===== src/rtl/rv32i_mc_control_unit_pkg.sv =====
// Shared encodings for the RV32I multicycle control unit: opcodes, ALU ops,
// write-back source selects and sequencer states.
package rv32i_mc_control_unit_pkg;

    localparam logic [6:0] OP_TYPE_R     = 7'b0110011;
    localparam logic [6:0] OP_TYPE_L     = 7'b0000011;
    localparam logic [6:0] OP_TYPE_I     = 7'b0010011;
    localparam logic [6:0] OP_TYPE_S     = 7'b0100011;
    localparam logic [6:0] OP_TYPE_B     = 7'b1100011;
    localparam logic [6:0] OP_TYPE_LUI   = 7'b0110111;
    localparam logic [6:0] OP_TYPE_AUIPC = 7'b0010111;
    localparam logic [6:0] OP_TYPE_JAL   = 7'b1101111;
    localparam logic [6:0] OP_TYPE_JALR  = 7'b1100111;

    localparam logic [3:0] ALU_ADD     = 4'b0000;
    localparam logic [2:0] FUNCT3_SLL  = 3'b001;
    localparam logic [2:0] FUNCT3_SR   = 3'b101;

    typedef enum logic [2:0] {
        RFWD_ALU    = 3'd0,
        RFWD_MEM    = 3'd1,
        RFWD_IMM    = 3'd2,
        RFWD_PC_IMM = 3'd3,
        RFWD_PC4    = 3'd4
    } rfwd_sel_e;

    typedef enum logic [2:0] {
        ST_FETCH,
        ST_DECODE,
        ST_EXECUTE,
        ST_MEM,
        ST_WB,
        ST_COMMIT,
        ST_TRAP
    } state_e;

    function automatic logic [3:0] alu_op(input logic funct7_5, input logic [2:0] funct3);
        return {funct7_5, funct3};
    endfunction

endpackage


===== src/rtl/rv32i_mc_control_unit_ctrl_decoder.sv =====
// Combinational opcode/funct decode into the EXECUTE-step selects and strobes,
// plus the memory-access class and an illegal-opcode flag.
module ctrl_decoder
    import rv32i_mc_control_unit_pkg::*;
(
    input  logic [31:0] instr,
    output logic        illegal,
    output logic        is_load,
    output logic        is_store,
    output logic [3:0]  alu_control,
    output logic        alu_src,
    output logic        reg_we,
    output logic [2:0]  rfwd_sel,
    output logic        branch,
    output logic        jal,
    output logic        jalr
);

    logic [6:0] opcode;
    logic [2:0] funct3;
    logic       funct7_5;
    logic       unused_bits;

    assign opcode      = instr[6:0];
    assign funct3      = instr[14:12];
    assign funct7_5    = instr[30];
    assign unused_bits = ^{instr[31], instr[29:15], instr[11:7]};

    // Only shifts carry funct7[5] on I-type; elsewhere bit 30 is immediate data.
    always_comb begin
        illegal     = 1'b0;
        is_load     = 1'b0;
        is_store    = 1'b0;
        alu_control = ALU_ADD;
        alu_src     = 1'b0;
        reg_we      = 1'b0;
        rfwd_sel    = RFWD_ALU;
        branch      = 1'b0;
        jal         = 1'b0;
        jalr        = 1'b0;
        case (opcode)
            OP_TYPE_R: begin
                alu_control = alu_op(funct7_5, funct3);
                reg_we      = 1'b1;
            end
            OP_TYPE_I: begin
                alu_control = (funct3 == FUNCT3_SLL || funct3 == FUNCT3_SR)
                              ? alu_op(funct7_5, funct3) : alu_op(1'b0, funct3);
                alu_src     = 1'b1;
                reg_we      = 1'b1;
            end
            OP_TYPE_L: begin
                is_load = 1'b1;
                alu_src = 1'b1;
            end
            OP_TYPE_S: begin
                is_store = 1'b1;
                alu_src  = 1'b1;
            end
            OP_TYPE_B: begin
                alu_control = alu_op(1'b0, funct3);
                branch      = 1'b1;
            end
            OP_TYPE_LUI: begin
                reg_we   = 1'b1;
                rfwd_sel = RFWD_IMM;
            end
            OP_TYPE_AUIPC: begin
                reg_we   = 1'b1;
                rfwd_sel = RFWD_PC_IMM;
            end
            OP_TYPE_JAL: begin
                reg_we   = 1'b1;
                rfwd_sel = RFWD_PC4;
                jal      = 1'b1;
            end
            OP_TYPE_JALR: begin
                reg_we   = 1'b1;
                rfwd_sel = RFWD_PC4;
                jal      = 1'b1;
                jalr     = 1'b1;
            end
            default: illegal = 1'b1;
        endcase
    end

endmodule


===== src/rtl/rv32i_mc_control_unit.sv =====
// Multicycle RV32I sequencer: steps each instruction through FETCH..COMMIT,
// runs the data-bus handshake with an optional timeout, and counts retirements.
module rv32i_mc_control_unit
    import rv32i_mc_control_unit_pkg::*;
#(
    parameter int unsigned BUS_TIMEOUT = 16,
    parameter int unsigned CNT_W       = 32
) (
    input  logic             clk,
    input  logic             reset,
    input  logic [31:0]      instrCode,
    input  logic             busReady,
    output logic             PCEn,
    output logic             regFileWe,
    output logic [3:0]       aluControl,
    output logic             aluSrcMuxSel,
    output logic [2:0]       RFWDSrcMuxSel,
    output logic             branch,
    output logic             jal,
    output logic             jalr,
    output logic             busReq,
    output logic             busWe,
    output logic             halted,
    output logic [CNT_W-1:0] instret
);

    localparam bit          TIMEOUT_EN = (BUS_TIMEOUT != 0);
    localparam logic [31:0] WAIT_LAST  = 32'(BUS_TIMEOUT) - 32'd1;

    logic dec_illegal, dec_is_load, dec_is_store, dec_alu_src, dec_reg_we;
    logic dec_branch, dec_jal, dec_jalr;
    logic [3:0] dec_alu_control;
    logic [2:0] dec_rfwd_sel;

    ctrl_decoder u_decoder (
        .instr       (instrCode),
        .illegal     (dec_illegal),
        .is_load     (dec_is_load),
        .is_store    (dec_is_store),
        .alu_control (dec_alu_control),
        .alu_src     (dec_alu_src),
        .reg_we      (dec_reg_we),
        .rfwd_sel    (dec_rfwd_sel),
        .branch      (dec_branch),
        .jal         (dec_jal),
        .jalr        (dec_jalr)
    );

    state_e           state_q, state_d;
    logic [31:0]      wait_cnt_q, wait_cnt_d;
    logic [CNT_W-1:0] instret_q, instret_d;
    logic             halted_q, halted_d;
    logic             pc_en_q, pc_en_d, reg_file_we_q, reg_file_we_d;
    logic [3:0]       alu_control_q, alu_control_d;
    logic             alu_src_q, alu_src_d;
    logic [2:0]       rfwd_sel_q, rfwd_sel_d;
    logic             branch_q, branch_d, jal_q, jal_d, jalr_q, jalr_d;
    logic             bus_req_q, bus_req_d, bus_we_q, bus_we_d;

    // Outputs are computed for the state being entered, so every output is a flop.
    // branch/jal/jalr default to holding so they stay stable until the PC loads.
    always_comb begin
        state_d       = state_q;
        wait_cnt_d    = wait_cnt_q;
        instret_d     = instret_q;
        halted_d      = halted_q;
        pc_en_d       = 1'b0;
        reg_file_we_d = 1'b0;
        alu_control_d = ALU_ADD;
        alu_src_d     = 1'b0;
        rfwd_sel_d    = RFWD_ALU;
        branch_d      = branch_q;
        jal_d         = jal_q;
        jalr_d        = jalr_q;
        bus_req_d     = 1'b0;
        bus_we_d      = 1'b0;
        case (state_q)
            ST_FETCH: state_d = ST_DECODE;
            ST_DECODE: begin
                if (dec_illegal) begin
                    state_d  = ST_TRAP;
                    halted_d = 1'b1;
                end else begin
                    state_d       = ST_EXECUTE;
                    alu_control_d = dec_alu_control;
                    alu_src_d     = dec_alu_src;
                    reg_file_we_d = dec_reg_we;
                    rfwd_sel_d    = dec_rfwd_sel;
                    branch_d      = dec_branch;
                    jal_d         = dec_jal;
                    jalr_d        = dec_jalr;
                end
            end
            ST_EXECUTE: begin
                if (dec_is_load || dec_is_store) begin
                    state_d    = ST_MEM;
                    wait_cnt_d = '0;
                    bus_req_d  = 1'b1;
                    bus_we_d   = dec_is_store;
                end else begin
                    state_d = ST_COMMIT;
                    pc_en_d = 1'b1;
                end
            end
            ST_MEM: begin
                if (busReady) begin
                    wait_cnt_d = '0;
                    if (dec_is_load) begin
                        state_d       = ST_WB;
                        reg_file_we_d = 1'b1;
                        rfwd_sel_d    = RFWD_MEM;
                    end else begin
                        state_d = ST_COMMIT;
                        pc_en_d = 1'b1;
                    end
                end else if (TIMEOUT_EN && wait_cnt_q == WAIT_LAST) begin
                    state_d    = ST_TRAP;
                    halted_d   = 1'b1;
                    wait_cnt_d = '0;
                    branch_d   = 1'b0;
                    jal_d      = 1'b0;
                    jalr_d     = 1'b0;
                end else begin
                    wait_cnt_d = wait_cnt_q + 32'd1;
                    bus_req_d  = 1'b1;
                    bus_we_d   = dec_is_store;
                end
            end
            ST_WB: begin
                state_d = ST_COMMIT;
                pc_en_d = 1'b1;
            end
            ST_COMMIT: begin
                state_d   = ST_FETCH;
                instret_d = instret_q + CNT_W'(1);
                branch_d  = 1'b0;
                jal_d     = 1'b0;
                jalr_d    = 1'b0;
            end
            default: begin
                state_d  = ST_TRAP;
                halted_d = 1'b1;
                branch_d = 1'b0;
                jal_d    = 1'b0;
                jalr_d   = 1'b0;
            end
        endcase
    end

    always_ff @(posedge clk or negedge reset) begin
        if (!reset) begin
            state_q       <= ST_FETCH;
            wait_cnt_q    <= '0;
            instret_q     <= '0;
            halted_q      <= 1'b0;
            pc_en_q       <= 1'b0;
            reg_file_we_q <= 1'b0;
            alu_control_q <= '0;
            alu_src_q     <= 1'b0;
            rfwd_sel_q    <= '0;
            branch_q      <= 1'b0;
            jal_q         <= 1'b0;
            jalr_q        <= 1'b0;
            bus_req_q     <= 1'b0;
            bus_we_q      <= 1'b0;
        end else begin
            state_q       <= state_d;
            wait_cnt_q    <= wait_cnt_d;
            instret_q     <= instret_d;
            halted_q      <= halted_d;
            pc_en_q       <= pc_en_d;
            reg_file_we_q <= reg_file_we_d;
            alu_control_q <= alu_control_d;
            alu_src_q     <= alu_src_d;
            rfwd_sel_q    <= rfwd_sel_d;
            branch_q      <= branch_d;
            jal_q         <= jal_d;
            jalr_q        <= jalr_d;
            bus_req_q     <= bus_req_d;
            bus_we_q      <= bus_we_d;
        end
    end

    assign PCEn          = pc_en_q;
    assign regFileWe     = reg_file_we_q;
    assign aluControl    = alu_control_q;
    assign aluSrcMuxSel  = alu_src_q;
    assign RFWDSrcMuxSel = rfwd_sel_q;
    assign branch        = branch_q;
    assign jal           = jal_q;
    assign jalr          = jalr_q;
    assign busReq        = bus_req_q;
    assign busWe         = bus_we_q;
    assign halted        = halted_q;
    assign instret       = instret_q;

endmodule


===== config.mk =====
export PLATFORM = sky130hd
export DESIGN_NAME = rv32i_mc_control_unit
export DESIGN_NICKNAME = d
export VERILOG_FILES = /design/src/rtl/rv32i_mc_control_unit_pkg.sv /design/src/rtl/rv32i_mc_control_unit_ctrl_decoder.sv /design/src/rtl/rv32i_mc_control_unit.sv
export SDC_FILE = /design/constraint.sdc
export NUM_CORES = 1
export LEC_CHECK = 0
export ABC_CLOCK_PERIOD_IN_PS = 1800
export CAP_MARGIN = 20
export CORE_MARGIN = 3
export CORE_UTILIZATION = 47
export DETAILED_ROUTE_END_ITERATION = 6
export PLACE_DENSITY = 0.8
export SLEW_MARGIN = 20
export SYNTH_ARGS = -nofsm -noshare
export SYNTH_HDL_FRONTEND = slang
export SYNTH_SLANG_ARGS = --single-unit

===== constraint.sdc =====
create_clock -name clk -period 1.8 [get_ports clk]
set_clock_uncertainty 0.1 [all_clocks]
set_input_delay 0.36 -clock clk [delete_from_list [all_inputs] [get_ports clk]]
set_output_delay 0.36 -clock clk [all_outputs]
set_load 0.05 [all_outputs]

==> impl_results.md <==
- Status: finished with violations
- Failing checks: negative setup slack
- RSZ-0062 raised after global routing: yes
- Post-Syn Nets: between 400 and 500
- Util after Layout: 0.768
- WL met2: 6.36 mm
- Hold WC Path Type: in2reg
- Worst Setup SP: wait_cnt_q[18]$_DFFE_PN0P_
- Number of routed nets with antenna violations: 0
- Critical Path Fanout Max: 3
- Sequential share of power: 0.403
- GRT Total Usage: 0.211
- Clock network fraction of design power: 0.242
- Setup TNS: -3.65 ns
- R2R setup slack: -0.23 ns
- Io pins: 83
- Register area share after synthesis: 0.504
- Pwr dens: around 830 nW/um^2
- Commonest non-fill, non-tap cell in the layout: buf_4
- Layout overhead on the synthesized area: 56.0%
- Synth Instances: about 420
- Commonest non-fill, non-tap cells in the layout: buf_4 (148), dfrtp_1 (64), nand2_1 (37)
- Max Cap Viol: 0
- NetSw: about 0.0020 W
- CP endpoint: wait_cnt_q[28]$_DFFE_PN0P_
- Pre-CTS setup slack: -0.759 ns
- Asr flop ratio synth: 1.00
- Drt first-iter violations: ~220
- Die W: ~100 um
- Relative slew slack: 0.700
- Met3 WL: between 500 and 600 um
- Area of the mapped netlist: ~4100 um^2
- CTS clock-pin slew for the worst setup and hold paths: around 0.090 ns
- Synthesized area per cell: slightly below 10 um^2
- H-tree levels: 3
- Via count: 3985
- Antenna diodes: 0
- Routability cong.: around 0.87
- Reg-to-Reg Start: wait_cnt_q[18]$_DFFE_PN0P_
- DR WL/cell: roughly 17 um
- Syn. warnings: 0
- Multi-input gate area: between 2000 and 2500 um^2
- Initial antenna violation count: 0
- Clk buf depth: 2
- Dpl hpwl: about 7 mm
- Wl on met1: between 4 and 5 mm
- Rows: 33
- Comb pwr share: 0.355
- Vias in the first global route: ~3700
- CORE AREA: 8380 um^2
- Synth cell types: 50
- First-pass DRT Iterations: 4
- Final setup viols: 38
- Post-place instance area: 5560 um^2
- Worst Setup End Kind: flip-flop
- Data required time of the critical path: ~2.0 ns
- FMAX: 493 MHz
- Die height: around 100 um
- FF-to-FF path depth: 5
- Number of fill cells: 515
- Worst Tran Pin Value: around 0.45 ns
- Layout cells sized above 1: 0.483
- Worst setup margin: -0.228 ns
- Largest net degree at the start of global routing: 84
- Sequential Area: 2100 um^2
- CTS sink cnt: 83
- Static leakage: 3.08 nW
- Slew Viols, Final: 0
- Switching part of the total: 0.365
- Nets: approximately 640
- Post-synth EDFFs: 0
- Final Hold Vio Count: 0
- Final period util: 1.13
- Crit path launch type: flip-flop
- Worst skew pair latency: approximately 0.37 ns
- #FFs+latches synth: 83
- CTS buffer count: 9
- VDD IR-drop max: roughly 550 uV
- WL final: ~12 mm
- Clock root buffer: clkbuf_8
- Max layer used: met4
- Vias per inst: roughly 5.6
- Final routed DRC violation total: 0
- Grt ovf: 0
- Worst flop-to-flop path endpoint: wait_cnt_q[28]$_DFFE_PN0P_
- Fin crit period: about 2.0 ns
- Most used DFF post-synth: dfrtp_1
- Critical Path AT: around 2.2 ns
- Cell-internal power: 0.00340 W
- Buffers on Ports: 61
- Critical path class: reg2reg
- Final instance area: about 6400 um^2
- DIE AREA: between 9000 and 10000 um^2
- First-pass GRT wire length: roughly 17 mm
- CTS tree: yes
- Starting Density: 0.492
Yosys cell counts (5+ instances only):
cell type,number,area share
inv_1,13,0.012
nand2_1,39,0.035
and2_1,7,0.011
nand4_1,19,0.029
xnor2_1,22,0.047
a31oi_1,9,0.014
and3_1,5,0.0076
nor2_1,35,0.032
or3_1,11,0.017
nand3_1,21,0.025
dfrtp_1,83,0.50
a21oi_1,21,0.025
xor2_1,23,0.049
o21ai_0,15,0.018
nor4_1,10,0.015
and4_1,9,0.019
nand2b_1,5,0.0076
nor3_1,15,0.018
clkbuf_1,8,0.0073
state kept, by name, summed over array words and instances, names as in the netlist, 3 cells and up:
name,flops
instret,32
wait_cnt_q,32
aluControl,4
RFWDSrcMuxSel,3
state_q,3
worst min path at each step:
| stage | startpoint | to | cells after the start |
|---|---|---|---|
| 3_3_place_gp | reset | instret[31]$_DFFE_PN0N_ | 2 |
| 6_report | instrCode[4] | aluSrcMuxSel$_DFF_PN0_ | 3 |
| 2_1_floorplan | reset | PCEn$_DFF_PN0_ | 0 |
| 4_1_cts | instrCode[4] | aluSrcMuxSel$_DFF_PN0_ | 3 |
| 5_1_grt | instrCode[4] | aluSrcMuxSel$_DFF_PN0_ | 3 |
| 3_5_place_dp | reset | instret[30]$_DFFE_PN0N_ | 2 |
area by class of cell:
| type | instances | share of cell area |
|---|---|---|
| flip-flops and latches | 83 | 0.327 |
| multi-input cells | 310 | 0.378 |
| well taps | 105 | 0.0204 |
| clock inverters | 6 | 0.00778 |
| inverters | 13 | 0.00758 |
| clock buffers | 10 | 0.0214 |
| repair buffers | 182 | 0.238 |
kinds of logic (layout without fill, tap and decap cells):
kind of cell / count (synthesis) / in the layout / share of synthesized area
adder cells (fa/ha/maj): 2 / 2 / 0.00607
AO/OA/AOI/OAI: 65 / 65 / 0.101
flip-flops: 83 / 83 / 0.504
XOR/XNOR: 45 / 45 / 0.0956
AND/OR/NAND/NOR: 195 / 195 / 0.259
buffers and inverters: 26 / 211 / 0.0267
multiplexers: 3 / 3 / 0.00789
power groups by stage:
stage,clock [W],combinational [W],sequential [W]
3_3_place_gp,0,0.00157,0.00217
3_5_place_dp,0,0.00160,0.00218
4_1_cts,0.00130,0.00169,0.00215
6_report,0.00129,0.00190,0.00216
5_1_grt,0.00139,0.00202,0.00217
2_1_floorplan,0,0.000694,0.00242
stage by stage:
stage          hold WS (ns)  std cells  total power (W)
2_1_floorplan       -0.0356        419          0.00311
3_3_place_gp          0.328        669          0.00375
3_5_place_dp          0.329        669          0.00378
4_1_cts               0.215        692          0.00514
5_1_grt               0.244        709          0.00558
6_report              0.221        709          0.00535
what timing repair did:
item	4_1_cts	5_1_grt
endpoints found under the setup margin	44	57
pin swaps	12	29
endpoints found under the hold margin	83	0
cloned	1	2
setup buffers	5	15
hold buffers	1	0
resized for setup	45	88
critical path: stages, from the launching register on:
cell,delay (ns)
dfrtp_1,0.42
nand4_1,0.16
or2_4,0.28
or3_4,0.33
or4_4,0.52
a21oi_2,0.14
per-layer routing:
metal	global-route usage	vias to the layer above
li1	-	1869
met2	0.352	120
met5	0	-
met3	0.0379	21
met4	0.0662	0
met1	0.280	1975
(Power assumes the default switching activity.)
